### src/rtl/bit_serial_add_scheduler.sv
// Round-robin scheduler sharing one bit-serial full-add cell between two requesters.
// Each granted add is processed LSB-first, one bit per clock, with a registered carry.
module bit_serial_add_scheduler #(
  parameter int WIDTH = 8,
  parameter int CW    = $clog2(WIDTH + 1)
) (
  input  logic             clk,
  input  logic             rst_n,
  input  logic             req0_valid,
  output logic             req0_ready,
  input  logic [WIDTH-1:0] req0_a,
  input  logic [WIDTH-1:0] req0_b,
  input  logic             req0_ci,
  input  logic             req1_valid,
  output logic             req1_ready,
  input  logic [WIDTH-1:0] req1_a,
  input  logic [WIDTH-1:0] req1_b,
  input  logic             req1_ci,
  output logic             rsp_valid,
  input  logic             rsp_ready,
  output logic             rsp_id,
  output logic [WIDTH-1:0] rsp_sum,
  output logic             rsp_co,
  output logic             busy
);

  typedef enum logic [1:0] {IDLE, SHIFT, DONE} state_t;

  state_t           state;
  logic             rr_ptr;
  logic             id;
  logic             carry;
  logic [WIDTH-1:0] a_sr;
  logic [WIDTH-1:0] b_sr;
  logic [WIDTH-1:0] sum_reg;
  logic [WIDTH-1:0] sum_next;
  logic [CW-1:0]    count;
  logic             grant;
  logic             accept;
  logic             cell_sum;
  logic             cell_co;

  // Reduced full-add cell: propagate as OR is sufficient for the carry term.
  function automatic logic [1:0] full_add_cell(input logic a, input logic b, input logic ci);
    logic cp;
    logic cg;
    cp = a | b;
    cg = a & b;
    return {cg | (cp & ci), a ^ b ^ ci};
  endfunction

  always_comb begin
    grant      = (req0_valid && req1_valid) ? rr_ptr : req1_valid;
    req0_ready = rst_n && (state == IDLE) && req0_valid && !grant;
    req1_ready = rst_n && (state == IDLE) && req1_valid && grant;
    accept     = req0_ready || req1_ready;
    {cell_co, cell_sum} = full_add_cell(a_sr[0], b_sr[0], carry);
    sum_next   = sum_reg >> 1;
    sum_next[WIDTH-1] = cell_sum;
  end

  assign rsp_sum = sum_reg;
  assign rsp_co  = carry;
  assign rsp_id  = id;

  always_ff @(posedge clk or negedge rst_n) begin
    if (!rst_n) begin
      state     <= IDLE;
      rr_ptr    <= 1'b0;
      id        <= 1'b0;
      carry     <= 1'b0;
      a_sr      <= '0;
      b_sr      <= '0;
      sum_reg   <= '0;
      count     <= '0;
      rsp_valid <= 1'b0;
      busy      <= 1'b0;
    end else begin
      case (state)
        IDLE: begin
          if (accept) begin
            a_sr   <= grant ? req1_a : req0_a;
            b_sr   <= grant ? req1_b : req0_b;
            carry  <= grant ? req1_ci : req0_ci;
            count  <= '0;
            id     <= grant;
            rr_ptr <= ~grant;
            busy   <= 1'b1;
            state  <= SHIFT;
          end
        end
        SHIFT: begin
          sum_reg <= sum_next;
          a_sr    <= a_sr >> 1;
          b_sr    <= b_sr >> 1;
          carry   <= cell_co;
          count   <= count + CW'(1);
          if (count == CW'(WIDTH - 1)) begin
            rsp_valid <= 1'b1;
            state     <= DONE;
          end
        end
        DONE: begin
          if (rsp_ready) begin
            rsp_valid <= 1'b0;
            busy      <= 1'b0;
            state     <= IDLE;
          end
        end
        default: state <= IDLE;
      endcase
    end
  end

endmodule

### config.mk
export PLATFORM = sky130hd
export DESIGN_NAME = bit_serial_add_scheduler
export DESIGN_NICKNAME = d
export VERILOG_FILES = /design/src/rtl/bit_serial_add_scheduler.sv
export SDC_FILE = /design/constraint.sdc
export NUM_CORES = 1
export LEC_CHECK = 0
export CAP_MARGIN = 5
export CORE_MARGIN = 4
export CORE_UTILIZATION = 40
export CTS_CLUSTER_SIZE = 28
export DETAILED_ROUTE_END_ITERATION = 12
export PLACE_DENSITY = 0.75
export SLEW_MARGIN = 20
export SYNTH_ARGS = -nofsm -noshare
export SYNTH_HDL_FRONTEND = slang
export SYNTH_SLANG_ARGS = --single-unit
### constraint.sdc
create_clock -name clk -period 1.41 [get_ports clk]
set_input_delay 0.141 -clock clk [delete_from_list [all_inputs] [get_ports clk]]
set_output_delay 0.141 -clock clk [all_outputs]
set_load 0.03 [all_outputs]
==> metrics.md <==
| Metric | Value |
|---|---|
| Routed Antenna Nets | 0 |
| Drt via density | 5.33 |
| Slew Limit Headroom | 72.2% |
| Cell Area, Synth | 1880 um^2 |
| Clk Latency, worst-skew pair | 0.30 ns |
| H-tree levels | 2 |
| Setup crit end kind | output pin |
| Aggregate global-route resource usage | 16.8% |
| First-pass GRT wire length | 7.87 mm |
| DRC Markers | 0 |
| Clock Skews | 0.0108 ns |
| Crit Path Max Fanout | 4 |
| Nets | 313 |
| Synth cell types | 31 |
| Hold/Removal Path Class | input pin to async pin |
| Initial antenna violation count | 0 |
| Clock Path Buffers | 2 |
| WL final | 4.93 mm |
| Largest net degree at the start of global routing | 34 |
| Reg2reg start | state[1] |
| Synth warn | 0 |
| Clock transition at path regs | 0.08 ns |
| CP startpoint kind | flip-flop |
| Final HPWL DP | 3.42 mm |
| Starting Density | 42.3% |
| Commonest cells after routing, fill and taps aside | nand2_1, clkdlybuf4s50_1, dfrtp_1 |
| Leak | 1.29 nW |
| Setup violations, final | 4 |
| Total grt overflow | 0 |
| FF-to-FF path depth | 6 |
| Worst VDD drop | 815 uV |
| Crit Reg-Reg Endpoint | b_sr[3] |
| Routed via count | 1733 |
| Post-synthesis sequential area ratio | 46.5% |
| Post-Synthesis Cells | 201 |
| Crit share post-route | 104% |
| Worst Path Class, Setup | flip-flop to output pin |
| Status | finished with violations |
| Final-layout fill cell count | 386 |
| Inst Count DP | 312 |
| Pint | 2.91 mW |
| Reg2reg setup slack | -0.02 ns |
| Async set-reset flop share out of synthesis | 100% |
| GP Congestion | 0.812 |
| Net Sw Frac | 41.0% |
| Drt first-iter violations | 174 |
| Clock share of power | 14.7% |
| Die area | 5870 um^2 |
| Vias in the first global route | 1700 |
| Tmin final | 1.47 ns |
| CTS tree | yes |
| Final slew viol count | 0 |
| Least-Margin Pin Slew | 0.417 ns |
| Root Buffer | clkbuf_8 |
| EDFF count, synth | 0 |
| Layout area overhead | 48.3% |
| Setup repair after global routing missed its margin | true |
| DR pass1 iterations | 4 |
| Failing checks | hold timing, setup timing |
| Flop pwr share | 33.5% |
| Yosys reg bits | 35 |
| Row Count | 24 |
| Pwr dens | 1770 nW/um^2 |
| Top FF cell, synth | dfrtp_1 |
| Core area | 4440 um^2 |
| Combinational share of power | 51.9% |
| Ports | 53 |
| Max frequency | 680 MHz |
| Hold WS | -0.219 ns |
| Die Y | 76.6 um |
| Most common cell after layout, fill and taps aside | nand2_1 |
| Final Worst Setup Slack | -0.0605 ns |
| Chip width | 76.6 um |
| WL per Instance | 15.2 um |
| Max Cap Viol | 0 |
| Clock sinks | 35 |
| I/O Buffers | 52 |
| Final hold violation count | 2 |
| Share of cells above drive strength 1 | 27.1% |
| Synthesized area per cell | 9.36 um^2 |
| Final std cells w/o fill | 325 |
| Syn_nets | 242 |
| CTS Buf Count | 5 |
| NetSw | 2.02 mW |
| Critical Path RT | 1.27 ns |
| Ant diodes | 0 |
| Data arrival at the endpoint of the critical path | 1.33 ns |
cell usage after synthesis (all sizes together), types with 2 or more instances:
cell type / count / area (um^2)
and3: 2 / 12.5
a31o: 16 / 140
nand2: 50 / 195
buf: 13 / 93.8
a21o: 2 / 15.0
nor2: 8 / 37.5
a21oi: 33 / 191
clkbuf: 3 / 11.3
inv: 3 / 11.3
dfrtp: 35 / 876
o21ai: 6 / 30.0
a31oi: 3 / 18.8
nand2b: 2 / 12.5
o31ai: 15 / 148
nand3b: 2 / 15.0
state kept, by name, summed over array words and instances, names as in the netlist:
signal,flops
a_sr,8
b_sr,8
busy,1
count,4
rr_ptr,1
rsp_co,1
rsp_id,1
rsp_sum,8
rsp_valid,1
state,2
critical path: stages (launching register included):
cell,delay [ns]
dfrtp_2,0.45
nor2_4,0.12
and2_4,0.16
nand2_4,0.04
a21oi_2,0.11
buf_6,0.14
cells by family (layout without fill, tap and decap cells):
kind of cell | after synthesis | after routing | synth area share [%]
compound gates | 78 | 78 | 30.1
fa+ha+maj | 2 | 2 | 1.73
buf+inv | 19 | 91 | 6.18
flops | 35 | 35 | 46.5
simple gates | 67 | 67 | 15.4
metrics by stage:
stage | total power [mW] | setup slack [ns] | instance area, um^2 | util, % | TNS [ns]
finish | 4.94 | -0.0605 | 2790 | 62.8 | -0.0982
CTS | 4.88 | -0.0632 | 2720 | 61.2 | -0.0956
global placement | 4.05 | -0.234 | 2560 | 57.6 | -4.14
detailed placement | 4.12 | -0.238 | 2560 | 57.6 | -4.62
global route | 5.32 | -0.145 | 2790 | 62.8 | -0.924
floorplan | 3.26 | 0.0585 | 1890 | - | 0
worst max path at each step:
stage | startpoint | slack, ns | to | depth (start not counted)
floorplan | state[0] | 0.06 | req0_ready | 5
global placement | req0_valid | -0.23 | b_sr[5] | 6
detailed placement | req0_valid | -0.24 | a_sr[6] | 6
CTS | state[1] | -0.06 | req0_ready | 5
global route | state[1] | -0.15 | b_sr[3] | 6
finish | state[0] | -0.06 | req0_ready | 5
per-layer routing:
| layer | track usage (%) | wire [um] |
|---|---|---|
| met5 | 0 | 0 |
| met4 | 7.61 | 112 |
| met3 | 4.85 | 308 |
| met2 | 25.7 | 2400 |
| met1 | 21.8 | 2110 |
final cells by class:
cell class,instances,area [um^2],area share (%)
Clock buffer,6,72.6,2.60
Sequential cell,35,878,31.5
Multi-Input combinational cell,147,943,33.8
Timing Repair Buffer,80,808,29.0
Inverter,3,11.3,0.403
Tap cell,52,65.1,2.33
Clock inverter,2,12.5,0.448
power groups by stage:
stage                     clock, mW  combinational, mW  sequential (mW)
after floorplan                   0               1.39             1.87
after global placement            0               2.39             1.66
after detailed placement          0               2.45             1.67
after CTS                     0.745               2.49             1.65
after global routing          0.786               2.82             1.71
final                         0.724               2.56             1.65
timing repair:
item | CTS | global route
cloned | 0 | 1
buffers inserted | 4 | 0
gates resized for setup | 26 | 12
endpoints found under the hold margin | 2 | 2
endpoints found under the setup margin | 19 | 31
pin swaps | 5 | 1
Power figures use the tool's default switching activity.
==> variant 1: new RTL, config.mk and constraints unchanged <==
Set the parameter `WIDTH` to 16 (it was 8).
--- a/src/rtl/bit_serial_add_scheduler.sv
+++ b/src/rtl/bit_serial_add_scheduler.sv
@@ -2,5 +2,5 @@
 // Each granted add is processed LSB-first, one bit per clock, with a registered carry.
 module bit_serial_add_scheduler #(
-  parameter int WIDTH = 8,
+  parameter int WIDTH = 16,
   parameter int CW    = $clog2(WIDTH + 1)
 ) (
Ports: changed (5 resized); port bits go from 53 to 93. No check against the original RTL was run, so the function may have changed too.
==> variant 1 against the original RTL <==
Non-clock buffer count increased by 70. Sequential cell count increased by 25. Clock skew increased by 1.6 ps. First-iteration DRC count decreased by 21%. Design area increased by 93%. Area after synthesis increased by 87%. Wire length increased by 110%. Fmax decreased by 8.1%. Worst setup slack got worse by 130 ps. Final cell count increased by 81%. Power increased by 110%. Critical endpoint is now b_sr[5]$_DFFE_PN0P_. Sequential power increased by 73%. The run ends with negative setup slack left. Clock power increased to 2.5 times the old value. Count of clock-buffer cells in the layout increased by 6.
==> variant 1: results (changes against the original RTL) <==
[status]
status = complete, but fails checks
violations = negative setup slack

[global_routing]
met1_usage_pct = 23.66  ; +1.9 points
grt_usage_pct = 18.98  ; +2.2 points
use_met3_pct = 4.614  ; -0.23 points
grt_pass1_wl_mm = 15.24  ; +94%

[power]
p_leak_nw = 2.355  ; +83%
vdd_ir_drop_max_uv = 745.3  ; -8.6%
p_sw_share_pct = 38.65  ; -2.3 points

[final_layout]
buffers = 150  ; +88%
nonClkBufAreaFrac_pct = 30.12  ; +1.2 points
post_route_cells_drive_above_1_share_pct = 36.78  ; +9.7 points
fin_nets = 553  ; +77%
nClkBuffers = 12  ; +6
n_fill_cell = 647  ; +68%

[routing]
drt_wl_total_mm = 10.12  ; +110%
via_per_inst = 5.447  ; +2.1%
met3WireLength_um = 475  ; +54%

[worst_setup_path]
path_max_fanout = 6  ; +2
arrival_ps = 1830  ; +500 ps
critical_path.top_delay_family = buffers and inverters
crit_type = register to register

[synthesis]
seq_area_frac_synth_pct = 42.75  ; -3.8 points
synthTopCellsByCount = nand2_1 (86), dfrtp_1 (60), a21oi_1 (37)
synthAdderAreaFrac_pct = 1.283  ; -0.45 points
synth-xor-area-share_pct = 0.2494  ; +0.25 points
synth_area_leaders = dfrtp_1 (43%), o31ai_2 (11%), nand2_1 (9.2%)
syn-num-nets = 425  ; +76%

[timing]
setup_ws_ps = -190.2  ; -129.6 ps
skew_ps = 12.40  ; +1.554 ps
setup_violations = 53  ; +49

[clocking]
htree_levels = 3  ; +1

[placement]
detailed_place_hpwl_mm = 6.299  ; +84%

==> variant 1: power by group through the flow <==
stage	sequential [mW]	combinational [mW]	clock [mW]
2_1_floorplan	3.16	2.70	0
3_3_place_gp	2.80	4.25	0
3_5_place_dp	2.83	4.38	0
4_1_cts	2.80	4.92	1.85
5_1_grt	2.93	5.93	1.91
6_report	2.86	5.50	1.82
==> variant 1: worst min-delay path by stage <==
stage                                 endpoint  start  cells after the start
after CTS                   rr_ptr$_DFFE_PN0P_  rst_n                      2
final                       rr_ptr$_DFFE_PN0P_  rst_n                      2
after global routing        rr_ptr$_DFFE_PN0P_  rst_n                      2
after detailed placement  count[0]$_DFFE_PN0P_  rst_n                      2
after floorplan            a_sr[0]$_DFFE_PN0P_  rst_n                      0
after global placement    count[0]$_DFFE_PN0P_  rst_n                      2
==> variant 1: what timing repair did <==
item	4_1_cts	5_1_grt
hold buffers	1	0
gates cloned	3	6
pin swaps	20	43
buffers inserted	9	12
resized for setup	42	54
hold endpoints to repair	13	0
endpoints found under the setup margin	73	55
==> variant 2: new RTL, same settings <==
Without the edit above. The 3 states of `state_t` get a one-hot encoding in 3 bits.
--- a/src/rtl/bit_serial_add_scheduler.sv
+++ b/src/rtl/bit_serial_add_scheduler.sv
@@ -25,5 +25,5 @@
 );
 
-  typedef enum logic [1:0] {IDLE, SHIFT, DONE} state_t;
+  typedef enum logic [2:0] {IDLE = 3'b001, SHIFT = 3'b010, DONE = 3'b100} state_t;
 
   state_t           state;
Check against the original RTL: no difference found for any inputs over 10 cycles, from zero or initial values and one cycle with rst_n low; not proved beyond that.
==> variant 2 against the original RTL <==
Power is 8.1% higher. First-iteration DRC count down 55%. The run ends with negative setup slack left. Sequential share of layout area is 1.1 points lower. Design area grew 6.5%. Sequential power up 6%. Worst setup slack got worse by 180 ps. Largest power group unchanged. Sequential cell count increased by 1. Synthesized cell count is 3.5% lower. Wire length increased by 4.9%. Area after synthesis increased by 2.5%. Worst hold slack better by 700 ps. Utilization grew 3.2 points. Non-clock buffer count up 1. Register-to-register slack lost 200 ps.
==> variant 2: results (changes against the original RTL) <==
[status]
status = complete, but fails checks
violations = negative setup slack

[routing]
wl_met1_mm = 2.338  ; +11%
drt_wl_total_mm = 5.166  ; +4.9%
met3WireLength_um = 227  ; -26%
drt_iter0_drc = 78  ; -55%

[final_layout]
inv_count = 5  ; +2
n_fill_cell = 355  ; -8.0%
clkCellAreaFrac_pct = 3.621  ; +0.57 points
seqCellArea_um2 = 903.4  ; +2.8%
buffers = 81  ; +1.3%
post_route_cells_drive_above_1_share_pct = 29.96  ; +2.9 points

[worst_setup_path]
cp_slowest_cell = dfstp_2

[power]
pwr-share-comb_pct = 50.6  ; -1.3 points
vdd_ir_drop_max_uv = 1045  ; +28%

[placement]
detailed_place_hpwl_mm = 3.525  ; +3.2%
placed_cells = 305  ; -2.2%

[synthesis]
synth-xor-area-share_pct = 0.4543  ; +0.45 points
yosys.cell_types.count = 34  ; +9.7%
syn-num-nets = 235  ; -2.9%
synth_compound_area_share_pct = 22.52  ; -7.6 points
synthCells = 194  ; -3.5%
seq_area_frac_synth_pct = 46.79  ; +0.25 points

[global_routing]
grt_start_max_net_pins = 24  ; -29%
met1_usage_pct = 22.65  ; +0.86 points

[timing]
setup_ws_ps = -245.0  ; -184.5 ps
skew_ps = 4.336  ; -6.513 ps
setup_violations = 22  ; +18

variant 2: changes by cell type after synthesis, moves of 6 or more:
cell       delta
o31ai_2       -7
mux2_4        +6
o31ai_1       -8
a21oi_1      -17
nand2_1      -21
a31o_1        -7
a31oi_1      +14
a2bb2oi_1    +15
mux2_2       +11
a31o_2        -9
o21ai_0      +19
a21oi_2       -7
variant 2: cells by family after synthesis:
family,after synthesis
compound gates,68
simple gates,49
mux,17
fa+ha+maj,2
buf+inv,21
flops,36
xor+xnor,1
variant 2: through the flow:
stage / instance area, µm² / util [%] / power [mW] / setup TNS (ps)
2_1_floorplan: 1987 / - / 3.417 / -1867
3_3_place_gp: 2683 / 59.56 / 4.196 / -5637
3_5_place_dp: 2683 / 59.56 / 4.255 / -6158
4_1_cts: 2846 / 63.19 / 5.196 / -3652
5_1_grt: 2972 / 65.97 / 5.648 / -5897
6_report: 2972 / 65.97 / 5.335 / -4433
